[config.mk]
export PLATFORM = sky130hd
export DESIGN_NAME = fetch_unit
export DESIGN_NICKNAME = d
export VERILOG_FILES = /design/src/rtl/fetch_pkg.sv /design/src/rtl/fetch_unit.sv
export SDC_FILE = /design/constraint.sdc
export NUM_CORES = 1
export LEC_CHECK = 0
export CAP_MARGIN = 40
export CORE_UTILIZATION = 40
export DETAILED_ROUTE_END_ITERATION = 6
export PLACE_DENSITY = 0.78
export REMOVE_ABC_BUFFERS = 1
export SLEW_MARGIN = 20
export SYNTH_ARGS = -nofsm -noshare
export SYNTH_HDL_FRONTEND = slang
export SYNTH_SLANG_ARGS = --single-unit
[constraint.sdc]
create_clock -name clk -period 1.7 [get_ports clk]
set_input_delay 0.34 -clock clk [delete_from_list [all_inputs] [get_ports clk]]
set_output_delay 0.34 -clock clk [all_outputs]
set_load 0.1 [all_outputs]
[src/rtl/fetch_pkg.sv]
// Shared types and constants for the instruction fetch stage.
package fetch_pkg;

   typedef enum logic [1:0] {
      IDLE = 2'd0,
      REQ  = 2'd1,
      WAIT = 2'd2,
      HOLD = 2'd3
   } fetch_state_t;

   localparam int unsigned INSTR_BYTES = 4;

   // Canonical no-op, used by the pipeline when it flushes decode.
   localparam logic [31:0] NOP_INSTR = 32'h0000_0013;

endpackage

[src/rtl/fetch_unit.sv]
// Instruction fetch: owns the PC, issues one outstanding memory request at a time,
// buffers each returned word for decode and discards responses made stale by redirects.
module fetch_unit
   import fetch_pkg::*;
#(
   parameter int unsigned           DATA_WIDTH = 32,
   parameter int unsigned           ADDR_WIDTH = 32,
   parameter logic [ADDR_WIDTH-1:0] RESET_PC   = '0
) (
   input  logic                  clk,
   input  logic                  rst_n,
   output logic                  imem_req_valid,
   input  logic                  imem_req_ready,
   output logic [ADDR_WIDTH-1:0] imem_addr,
   input  logic                  imem_rsp_valid,
   input  logic [DATA_WIDTH-1:0] imem_rsp_data,
   input  logic                  redirect_valid,
   input  logic [ADDR_WIDTH-1:0] redirect_pc,
   output logic                  instr_valid,
   input  logic                  instr_ready,
   output logic [DATA_WIDTH-1:0] instruction,
   output logic [ADDR_WIDTH-1:0] instr_pc
);

   fetch_state_t          state, state_next;
   logic [ADDR_WIDTH-1:0] pc, pc_next;
   logic [ADDR_WIDTH-1:0] pc_inc;
   logic [ADDR_WIDTH-1:0] redirect_aligned;
   logic                  kill, kill_next;
   logic                  buf_load;
   logic                  valid_next;
   logic                  req_valid_next;

   assign pc_inc           = pc + ADDR_WIDTH'(INSTR_BYTES);
   assign redirect_aligned = redirect_pc & ~ADDR_WIDTH'(3);
   assign imem_addr        = pc;

   // State, PC and output buffer registers.
   always_ff @(posedge clk or negedge rst_n) begin
      if (!rst_n) begin
         state          <= IDLE;
         pc             <= RESET_PC;
         kill           <= 1'b0;
         imem_req_valid <= 1'b0;
         instr_valid    <= 1'b0;
         instruction    <= '0;
         instr_pc       <= '0;
      end else begin
         state          <= state_next;
         pc             <= pc_next;
         kill           <= kill_next;
         imem_req_valid <= req_valid_next;
         instr_valid    <= valid_next;
         if (buf_load) begin
            instruction <= imem_rsp_data;
            instr_pc    <= pc;
         end
      end
   end

   // Next-state logic; a redirect overrides the normal transition of every state.
   always_comb begin
      state_next     = state;
      pc_next        = pc;
      kill_next      = kill;
      buf_load       = 1'b0;
      valid_next     = instr_valid;
      req_valid_next = 1'b0;

      case (state)
         IDLE: state_next = REQ;
         REQ: begin
            if (imem_req_ready) state_next = WAIT;
         end
         WAIT: begin
            if (imem_rsp_valid) begin
               if (kill) begin
                  kill_next  = 1'b0;
                  state_next = REQ;
               end else begin
                  buf_load   = 1'b1;
                  valid_next = 1'b1;
                  pc_next    = pc_inc;
                  state_next = HOLD;
               end
            end
         end
         HOLD: begin
            if (instr_ready) begin
               valid_next = 1'b0;
               state_next = REQ;
            end
         end
         default: state_next = IDLE;
      endcase

      if (redirect_valid) begin
         pc_next = redirect_aligned;
         case (state)
            REQ: begin
               // An accepted request still owes us a response that must be dropped.
               kill_next  = imem_req_ready;
               state_next = imem_req_ready ? WAIT : REQ;
            end
            WAIT: begin
               buf_load   = 1'b0;
               valid_next = 1'b0;
               kill_next  = !imem_rsp_valid;
               state_next = imem_rsp_valid ? REQ : WAIT;
            end
            HOLD: begin
               valid_next = 1'b0;
               state_next = REQ;
            end
            default: ;
         endcase
      end

      req_valid_next = (state_next == REQ);
   end

   // Memory must only answer while a request is outstanding.
   rsp_only_in_wait: assert property (@(posedge clk) disable iff (!rst_n)
      imem_rsp_valid |-> (state == WAIT));

endmodule

==> run summary <==
========================================================================================
Num CTS Buffers                                                                        9
Area growth, synth to finish                                                       83.6%
Result of the run                                                           finished with violations
Detailed router's first-iteration violation count                                    154
Layout net count                                                                     637
Critical Path Start Type                                                            flop
Effective utilization at floorplan                                                 0.419
Post-synthesis cell type count                                                        38
TritonCTS clock tree                                                               built
Time the worst path needs with I/O delays and setup                              1.69 ns
Length of the first detailed-routing pass in iterations                                7
Die boundary width                                                           107 microns
GP Congestion                                                                      0.752
Path class of the lowest-slack min-delay path                                   in2async
Final number of setup-violating endpoints                                              0
Clock tree root driver cell                                                 sky130_fd_sc_hd__clkbuf_8
Largest net degree at the start of global routing                                     98
Yosys reg bits                                                                        97
Share of post-route cells with drive strength above 1                              0.433
Slew of the pin with the lowest slew margin                                     0.535 ns
Top library cells by usage in the layout, fill and taps aside               102 x sky130_fd_sc_hd__buf_12, 97 x sky130_fd_sc_hd__dfrtp_1, 65 x sky130_fd_sc_hd__clkdlybuf4s50_1
Vias                                                                                3544
Worst rel slew slack                                                               0.643
Portion of the clock cycle consumed by the worst path in the final layout          0.996
Crit path max-delay cell type                                               sky130_fd_sc_hd__dfrtp_1
Final ANT Viol Nets                                                                    0
Buffers & Inverters on Critical Path                                                   2
Sequential cell area fraction in the yosys report                                  0.554
Clock slew seen by the registers of the worst setup and hold paths               0.10 ns
Site row count                                                                        37
Final hold slack                                                            -0.000792 ns
Die area                                                                    0.0114 sq mm
Maximum root-to-sink buffer count                                                      2
Setup tns final                                                                     0 ns
Total Routing Usage GR                                                             0.218
Cells after Synth                                                                    355
Commonest non-fill, non-tap cell in the layout                              sky130_fd_sc_hd__buf_12
Dominant delay contributor by cell family on the critical path              simple AND/OR/NAND/NOR gates
Clock latency of the later-clocked register in the worst-skew pair               0.37 ns
Wire length per cell                                                        18.1 microns
Via density per instance                                                            5.05
Final hold violations                                                                  2
Total global routing overflow                                                          0
Final HPWL DP                                                                    8.56 mm
Longest individual stage delay on the worst path                                 0.40 ns
Pins Over Slew Limit                                                                   0
Core box area                                                               0.0105 sq mm
Nature of the critical path endpoint                                                flop
Port Buffers                                                                         161
Synthesis Warnings                                                                     0
Number of inserted filler cells in the final layout                                  643
Worst Path Class, Setup                                                          reg2reg
Failing checks                                                              negative hold slack
Critical path, cell by cell                                                 inv_2, ha_4, nand3b_4, buf_6, nor4_4, nand4_1, xor2_1, o21ai_1
Number of global-route vias before repair                                           3694
Clock Sinks                                                                           97
Number of H-tree levels                                                                3
Antenna violations before repair                                                       0
Unrepaired setup endpoints after global routing                                      yes
Height of the chip                                                           107 microns
Peak clock frequency supported by timing                                       0.590 GHz
Maximum capacitance violations                                                         0
Data arrival time of the critical path                                           1.94 ns
Aggregate routed wire length                                                     12.7 mm
First-pass GRT wire length                                                       19.1 mm
Top-level I/O count                                                                  168
Diode insertion count for antenna repair                                               0
Synthesized cell area                                                       0.00438 sq mm
Highest fanout seen on the critical path                                               4
Required time of the critical path                                               1.95 ns
Skew final                                                                     0.0172 ns
Avg Cell Area, Syn                                                            12.3 sq um
DRC                                                                                    0
========================================================================================
final cells by class:
class / instances / area, sq um / share of cell area
Tap cell: 136 / 170 / 0.0212
Multi-Input combinational cell: 238 / 2090 / 0.260
Clock inverter: 5 / 86.3 / 0.0107
Clock buffer: 11 / 141 / 0.0176
Timing Repair Buffer: 211 / 3110 / 0.387
Sequential cell: 97 / 2430 / 0.302
Inverter: 4 / 15.0 / 0.00187
logic make-up after synthesis:
| kind of cell | share of synthesized area |
|---|---|
| AO/OA/AOI/OAI | 0.0491 |
| multiplexers | 0.164 |
| flip-flops | 0.554 |
| other | 0.000856 |
| AND/OR/NAND/NOR | 0.123 |
| adder cells (fa/ha/maj) | 0.0171 |
| buffers and inverters | 0.0334 |
| XOR/XNOR | 0.0580 |
stage by stage:
step	hold WS (ns)	instance area (sq um)	util	cells	setup slack [ns]
floorplan	0.0444	4260	-	339	-1.45
global placement	0.437	7350	0.702	675	-0.300
detailed placement	0.443	7350	0.702	675	-0.320
CTS	0.0480	7700	0.736	697	-0.0441
global route	0.0485	8050	0.769	702	-0.0798
finish	-0.000792	8050	0.769	702	0.00617
sequential cells by signal, summed over array words and instances (netlist names):
register	cells
instruction	32
state	2
instr_valid	1
instr_pc	30
imem_addr	30
imem_req_valid	1
kill	1
synth_stat cells, drive strengths merged:
cell type      n  share of area
dfrtp         97           0.55
mux2          63           0.16
nand2         39          0.033
o21ai         35          0.042
xor2          25          0.050
nand3         18          0.024
buf           13          0.022
nand4         11          0.016
nor2           8         0.0074
ha             6          0.017
nor3           6          0.012
nor2b          5         0.0071
clkbuf         4         0.0034
inv            4         0.0034
xnor2          4         0.0080
a21oi          3         0.0034
nor4           3          0.011
and3           2         0.0031
a221oi         1         0.0020
and2           1         0.0014
conb           1        0.00086
dlygate4sd1    1         0.0020
dlymetal6s2s   1         0.0029
mux2i          1         0.0023
nand3b         1         0.0046
nand4b         1         0.0034
o22a           1         0.0020
layer usage:
metal | GRT usage | routed length (microns) | share of wire | up-vias
met5 | 0 | 0 | 0 | -
met4 | 0.0616 | 205 | 0.016 | 0
met3 | 0.0498 | 698 | 0.055 | 20
met2 | 0.382 | 6270 | 0.49 | 124
met1 | 0.268 | 5520 | 0.43 | 1772
li1 | - | - | - | 1628
path summary, 6_finish.rpt:
kind | from | end | slack, ns | cells past startpoint
worst max-delay path | state[0] | imem_addr[15] | 0.006 | 8
worst min-delay path | rst_n | imem_addr[31] | -0.0008 | 2
worst max register to register | state[0] | imem_addr[15] | 0.006 | 8
worst min register to register | instruction[20] | instruction[20] | 0.58 | 1
max in group asynchronous | rst_n | instruction[18] | 1.27 | 2
min in group clk | redirect_valid | imem_addr[14] | 0.49 | 4
repair_timing:
action,in CTS,in global routing
hold buffers,0,0
pin swaps,2,2
resized for setup,5,71
setup endpoints to repair,84,83
gates cloned,2,4
setup buffers,4,2
Power is not shown: default switching activity piles up to over one toggle a cycle in this logic, so the estimate is an artifact.
